--- config.mk ---
export PLATFORM = sky130hd
export DESIGN_NAME = wb_buffer
export DESIGN_NICKNAME = d
export VERILOG_FILES = /design/src/rtl/wb_buffer.sv
export SDC_FILE = /design/constraint.sdc
export NUM_CORES = 1
export LEC_CHECK = 0
export CAP_MARGIN = 20
export CORE_MARGIN = 3
export CORE_UTILIZATION = 47
export CTS_CLUSTER_SIZE = 16
export DETAILED_ROUTE_END_ITERATION = 16
export PLACE_DENSITY = 0.79
export SYNTH_ARGS = -nofsm -noshare
export SYNTH_HDL_FRONTEND = slang
export SYNTH_SLANG_ARGS = --single-unit
--- constraint.sdc ---
create_clock -name clk_i -period 7.35 [get_ports clk_i]
set_input_delay 1.47 -clock clk_i [delete_from_list [all_inputs] [get_ports clk_i]]
set_output_delay 1.47 -clock clk_i [all_outputs]
set_load 0.03 [all_outputs]
--- src/rtl/wb_buffer.sv ---
// wb_buffer: FIFO of evicted dirty lines drained to memory as single-word write bursts, with address lookup
module wb_buffer #(
  parameter int WORD_WIDTH     = 32,
  parameter int WORDS_PER_LINE = 4,
  parameter int ADDR_WIDTH     = 32,
  parameter int DEPTH          = 2,
  localparam int LINE_LEN      = WORDS_PER_LINE * WORD_WIDTH,
  localparam int LADDR_W       = ADDR_WIDTH - $clog2(WORDS_PER_LINE) - $clog2(WORD_WIDTH / 8)
) (
  input  logic                  clk_i,
  input  logic                  rst_ni,
  input  logic                  evict_valid_i,
  output logic                  evict_ready_o,
  input  logic [LADDR_W-1:0]    evict_laddr_i,
  input  logic [LINE_LEN-1:0]   evict_data_i,
  output logic                  mem_wr_valid_o,
  input  logic                  mem_wr_ready_i,
  output logic [ADDR_WIDTH-1:0] mem_addr_o,
  output logic [WORD_WIDTH-1:0] mem_wr_data_o,
  output logic                  mem_last_o,
  input  logic [LADDR_W-1:0]    lookup_laddr_i,
  output logic                  lookup_hit_o,
  output logic                  empty_o,
  output logic                  full_o
);
  localparam int WIDX_W = $clog2(WORDS_PER_LINE);
  localparam int BOFF_W = $clog2(WORD_WIDTH / 8);
  localparam int PTR_W  = $clog2(DEPTH);
  localparam int CNT_W  = $clog2(DEPTH + 1);
  localparam logic [CNT_W-1:0]  DEPTH_C = CNT_W'(DEPTH);
  localparam logic [WIDX_W-1:0] LAST_W  = WIDX_W'(WORDS_PER_LINE - 1);

  typedef enum logic {IDLE, BURST} state_t;

  state_t              state_q;
  logic [PTR_W-1:0]    rd_ptr_q, wr_ptr_q;
  logic [CNT_W-1:0]    count_q, count_d;
  logic [WIDX_W-1:0]   widx_q;
  logic [LADDR_W-1:0]  laddr_mem [DEPTH];
  logic [LINE_LEN-1:0] data_mem [DEPTH];
  logic                push, beat, last_beat;
  logic [PTR_W-1:0]    off;

  assign evict_ready_o  = rst_ni && (count_q < DEPTH_C);
  assign push           = evict_valid_i && evict_ready_o;
  assign mem_wr_valid_o = state_q == BURST;
  assign mem_last_o     = mem_wr_valid_o && (widx_q == LAST_W);
  assign beat           = mem_wr_valid_o && mem_wr_ready_i;
  assign last_beat      = beat && mem_last_o;
  assign count_d        = count_q + CNT_W'(push) - CNT_W'(last_beat);
  assign mem_addr_o     = mem_wr_valid_o ? {laddr_mem[rd_ptr_q], widx_q, {BOFF_W{1'b0}}} : '0;
  assign mem_wr_data_o  = mem_wr_valid_o ? data_mem[rd_ptr_q][widx_q*WORD_WIDTH +: WORD_WIDTH] : '0;
  assign full_o         = count_q == DEPTH_C;
  assign empty_o        = (count_q == '0) && (state_q == IDLE);

  // An entry is live when its distance from rd_ptr is below count, so the head stays hit-visible mid-burst
  always_comb begin
    lookup_hit_o = 1'b0;
    off = '0;
    for (int i = 0; i < DEPTH; i++) begin
      off = PTR_W'(i) - rd_ptr_q;
      lookup_hit_o = lookup_hit_o | ((CNT_W'(off) < count_q) && (laddr_mem[i] == lookup_laddr_i));
    end
  end

  always_ff @(posedge clk_i) begin
    if (push) begin
      laddr_mem[wr_ptr_q] <= evict_laddr_i;
      data_mem[wr_ptr_q]  <= evict_data_i;
    end
  end

  always_ff @(posedge clk_i or negedge rst_ni) begin
    if (!rst_ni) begin
      state_q  <= IDLE;
      rd_ptr_q <= '0;
      wr_ptr_q <= '0;
      count_q  <= '0;
      widx_q   <= '0;
    end else begin
      count_q <= count_d;
      if (push) wr_ptr_q <= wr_ptr_q + PTR_W'(1);
      if (state_q == IDLE) begin
        if (count_q != '0) begin
          state_q <= BURST;
          widx_q  <= '0;
        end
      end else if (beat) begin
        widx_q <= widx_q + WIDX_W'(1);
        if (mem_last_o) begin
          rd_ptr_q <= rd_ptr_q + PTR_W'(1);
          if (count_d == '0) state_q <= IDLE;
        end
      end
    end
  end
endmodule

==> Word-level counts from Yosys, hierarchy flattened <==
Memory sizes are Yosys's and may differ from the RTL's.
Index checks and enable logic that the tools add are counted.
{ "op_classes": {"addsub": 7, "mul": 0, "div_mod_pow": 0, "magnitude_cmp": 3, "n_eq_ne": 5, "shift": 1, "mux": 12, "bitwise_logic": 2, "reduce_logical": 14} }
{ "ops": {"columns": ["cell", "n"], "rows": [
  ["$shiftx 128x8->32", 1],
  ["$mux 32", 2],
  ["$eq 28x28->1", 2],
  ["$logic_and 1x1->1", 8],
  ["$mux 1", 7],
  ["$mux 2", 3],
  ["$eq 2x2->1 const B", 2],
  ["$logic_not 2->1", 2],
  ["$lt 1x2->1", 2],
  ["$reduce_bool 2->1", 2],
  ["$reduce_and 3->1", 1],
  ["$add 1x1->1 const B", 2],
  ["$add 2x1->2", 1],
  ["$add 2x1->2 const B", 1],
  ["$lt 2x2->1 const B", 1],
  ["$ne 2x1->1 const B", 1],
  ["$reduce_and 2->1", 1],
  ["$sub 1x1->1 const A", 2],
  ["$sub 2x1->2", 1],
  ["$not 1->1", 1],
  ["$or 1x1->1", 1]
]} }
{ "totals": {"ff_bits": 7, "latchBits": 0, "mem_bits_rw": 312, "romBits": 0, "input_bits": 188, "output_inout_bits": 70, "word_cells": 51, "mem_count": 2} }
{ "mem_list": {"columns": ["memory", "depth", "width", "rd", "rd_ports_with_merged_regs", "write_ports", "line", "text"], "rows": [
  ["data_mem", 2, 128, 1, 0, 1, "40", "logic [LINE_LEN-1:0] data_mem [DEPTH];"],
  ["laddr_mem", 2, 28, 3, 0, 1, "39", "logic [LADDR_W-1:0] laddr_mem [DEPTH];"]
]} }

==> Logic depth before layout (Yosys ltp) <==
{ "logic_depth": {"word_depth": 10, "mapped_depth": 9, "depth_no_buf": 9} }

==> Worst setup path before layout <==
No wires, ideal clock.
{ "synth_path": {"path_type": "in2reg", "startpoint": "input port rst_ni", "endpoint": "memory data_mem[0][0] (netlist bit), enable pin", "setup_ps": 675, "t_arrival_ps": 8713, "t_required_ps": 6675, "slack_ps": -2038, "path_stages": 3, "n_path_buf": 0, "path_cell_list": "nor2b_1 nand2_1 nor2_1"} }
{ "synth_via": {"elab_chain_cells": 4} }
{ "synth_lines": {"columns": ["element", "line", "text"], "rows": [
  ["start, declared", "11", "input logic rst_ni,"],
  ["$logic_and 1x1->1", "44", "assign evict_ready_o = rst_ni && (count_q < DEPTH_C);"],
  ["$logic_and 1x1->1", "45", "assign push = evict_valid_i && evict_ready_o;"],
  ["$mux 1", "67", "if (push) begin"],
  ["$mux 1 (implied by the code)", "69", "data_mem[wr_ptr_q] <= evict_data_i;"],
  ["end, declared", "40", null]
]} }
No other way between the ends.

==> Worst setup path after layout <==
{ "layout_path": {"startpoint": "input port lookup_laddr_i[21]", "endpoint": "output port lookup_hit_o"} }
{ "layout_via": {"elab_chain_cells": 3, "word_cells_on_any_way": 5, "classes_between": "eq/ne: 2; bitwise: 1; reduce/logical: 2"} }
{ "layout_lines": {"columns": ["element", "line", "text"], "rows": [
  ["start, declared", "21", "input logic [LADDR_W-1:0] lookup_laddr_i,"],
  ["$eq 28x28->1", "62", "lookup_hit_o = lookup_hit_o | ((CNT_W'(off) < count_q) && (laddr_mem[i] == lookup_laddr_i));"],
  ["$logic_and 1x1->1", "62", null],
  ["$or 1x1->1 (*)", "62", null],
  ["end, declared", "22", "output logic lookup_hit_o,"]
]} }
Every way passes the cells marked *; elsewhere a longest branch is shown, timed or not.

==> results.cfg <==
[timing]
hold_viol_final = 0
min_period_ns = 5.151
setup_viol = 0
rsz0062_at_grt = no
fin_tns_setup_ns = 0
hold_ws_ns = 0.5790
fmax_mhz = 194.1
fin_crit_sh = 0.7008
relSlewSlack = 0.2833
worst_pin_slew_ns = 1.075
drv_slew = 0
fin_worst_skew_ns = 0.01170

[flow_run]
cap_violations = 0

[finish]
layout.nets = 1096
drive_gt1_frac = 0.1358
synthToLayoutAreaGrowth_pct = 30.83
instances_no_fill = 1300
antenna_cells = 0

[grt]
grt_overflow_total = 0
grt_usage = 0.1826
antenna_found_initial = 3
first_global_vias = 7310
grt_pass1_wl_um = 40660
grt_start_max_net_pins = 85

[outcome]
outcome = finished, final reports clean

[synthesis]
syn_area_mm2 = 0.01300
seq_area_frac_synth = 0.7342
avgSynthCellArea_um2 = 20.38
yosysWarnings = 0
ys_types = 31
synth_seq_cells = 319
syn_inst = 638

[clock_network]
clk_pin_slew_worst_paths_ns = 0.06
clock_latency_ns = 0.49
hold_buffers = 0
cts_buffers = 34
cts_tree = yes
cts_resized = 0
cts_setup_buffers = 0
cts_sinks = 319
ctsRootBufferMaster = clkbuf_16
htreeDepth = 2
cts_buffer_depth = 3

[worst_setup_path]
worst-endpoint-required_ns = 5.88
cp_num_buf_inv = 2
crit_chain = clkdlybuf4s50_1 > xnor2_1 > nand4_1 > or4_1 > o22ai_1 > clkdlybuf4s50_1
cp-end-kind = primary output
slowest_stage = clkdlybuf4s50_1
slowest_delay_ns = 0.69
path_common_cell = clkdlybuf4s50_1
worst_setup_path_start_kind = input port
path_max_fanout = 2
cp_data_arrival_time_ns = 3.68
critPathKind = in -> out
path_delay_family = buffers and inverters

[power]
seq_power_share = 0.384
power_density_mw_per_mm2 = 377.0
p_leak_nw = 5.672
clock_power_share = 0.259
combPwrFrac = 0.357
vdd_ir_drop_max_mv = 0.3672
cell_internal_pwr_mw = 4.359
switching_share = 0.3202
p_switching_mw = 2.053

[die]
die_h_um = 172.3
ios = 258
die_area_mm2 = 0.02969
rows = 60
die_w_um = 172.3
start_util = 0.4797
core_mm2 = 0.02710

[place]
place.detailed.hpwl_um = 18200
dp.cells = 1241
gp_congestion = 0.8064
port_buffers = 255

[detailed_routing]
post_drt_wl_per_cell_um = 21.24
firstDrtPassIters = 6
ant_nets = 0
drc = 0
routed_wirelength_um = 27610
vias = 6782
drtIter0Drc = 457
viasPerCell = 5.217

[hold_path]
worstHoldPathType = reg -> reg
-- cell type report --
cell class                 count  area (um^2)
fill                        1942        10090
sequential                   319         9554
multi-input combinational    288         3243
timing repair buffer         261         2635
clock buffer                  45        955.9
tap                          372        465.4
clock inverter                14        150.1
inverter                       1        3.754
-- cells in the mapped netlist --
master | number | area [um^2]
xnor2_1 | 16 | 140.1
nor4_1 | 9 | 56.30
or4_1 | 1 | 7.510
mux4_2 | 64 | 1441
conb_1 | 1 | 3.750
ha_1 | 3 | 37.54
buf_4 | 5 | 37.54
a21oi_1 | 1 | 5.000
nor2_1 | 3 | 11.26
o21ai_0 | 1 | 5.000
and2_1 | 3 | 18.77
inv_1 | 1 | 3.750
xor2_1 | 45 | 394.1
buf_2 | 9 | 45.04
nand2_1 | 1 | 3.750
a22o_1 | 2 | 17.52
mux2_2 | 1 | 11.26
buf_8 | 2 | 30.03
nor3_1 | 3 | 15.01
buf_6 | 1 | 11.26
buf_1 | 2 | 7.510
nor2b_1 | 63 | 394.1
and3_1 | 2 | 12.51
nor3b_1 | 1 | 7.510
nand4_1 | 6 | 37.54
mux2i_1 | 60 | 600.6
edfxtp_1 | 312 | 9369
buf_12 | 3 | 60.06
o22ai_1 | 1 | 6.260
dfrtp_1 | 7 | 175.2
clkbuf_1 | 9 | 33.78
-- per-layer routing --
| metal | routed length (um) | share of wire | global-route usage |
|---|---|---|---|
| met5 | 33 | 0.0012 | 0 |
| met4 | 373 | 0.014 | 0.03957 |
| met3 | 2381 | 0.086 | 0.05784 |
| met2 | 14050 | 0.51 | 0.3223 |
| met1 | 10770 | 0.39 | 0.2223 |
-- registers in the layout, summed over array words and instances, names as in the netlist --
name            flops
count_q             2
data_mem          256
laddr_mem          56
mem_wr_valid_o      1
rd_ptr_q            1
widx_q              2
wr_ptr_q            1
-- worst paths after layout --
kind	slack [ns]	cells past startpoint	startpoint	endpoint
worst min-delay path	0.58	1	wr_ptr_q	wr_ptr_q
worst min register to register	0.58	1	wr_ptr_q	wr_ptr_q
worst max-delay path	2.20	6	lookup_laddr_i[21]	lookup_hit_o
min in group asynchronous	1.26	1	rst_ni	widx_q[1]
max in group asynchronous	5.77	1	rst_ni	rd_ptr_q
worst max register to register	4.59	4	count_q[1]	data_mem[0][22]
-- power groups by stage --
stage | combinational [mW] | clock (mW) | sequential [mW]
2_1_floorplan | 1.66 | 0 | 2.33
3_3_place_gp | 2.30 | 0 | 2.50
3_5_place_dp | 2.31 | 0 | 2.51
4_1_cts | 2.32 | 1.71 | 2.48
5_1_grt | 2.43 | 1.79 | 2.50
6_report | 2.29 | 1.66 | 2.46
-- cell families (layout without fill, tap and decap cells) --
kind of cell	count (synthesis)	after routing	synth area share
flip-flops	319	319	0.7342
multiplexers	125	125	0.1579
AO/OA/AOI/OAI	5	5	0.002598
AND/OR/NAND/NOR	92	92	0.04341
buffers and inverters	32	321	0.01761
XOR/XNOR	61	61	0.04110
other	1	2	0.0002885
adder cells (fa/ha/maj)	3	3	0.002888
-- placed cells by master (no fill, tap or decap), drive strengths merged, types with 6 or more instances in the layout --
master and n:
mux4 64, clkdlybuf4s50 255, buf 6, xnor2 16, xor2 45, clkbuf 45
nor2b 63, edfxtp 312, nand4 6, mux2i 60, dfrtp 7, clkinv 8
nor4 9
-- through the flow --
stage	power (mW)	cell area, um^2	setup WS, ns	utilization
after floorplan	3.987	13010	0.5982	-
after global placement	4.802	15900	2.201	0.5868
after detailed placement	4.819	15900	2.194	0.5868
after CTS	6.504	17010	2.141	0.6276
after global routing	6.713	17010	2.029	0.6276
final	6.412	17010	2.199	0.6276
-- worst reg2reg max path, stage by stage, from the launching register on --
cell     delay [ns]
dfrtp_1        0.46
nor2b_1        0.24
nand2_1        0.19
nor2_4         0.77
buf_4          0.69
Note: power is estimated with default switching activity, not from simulation.
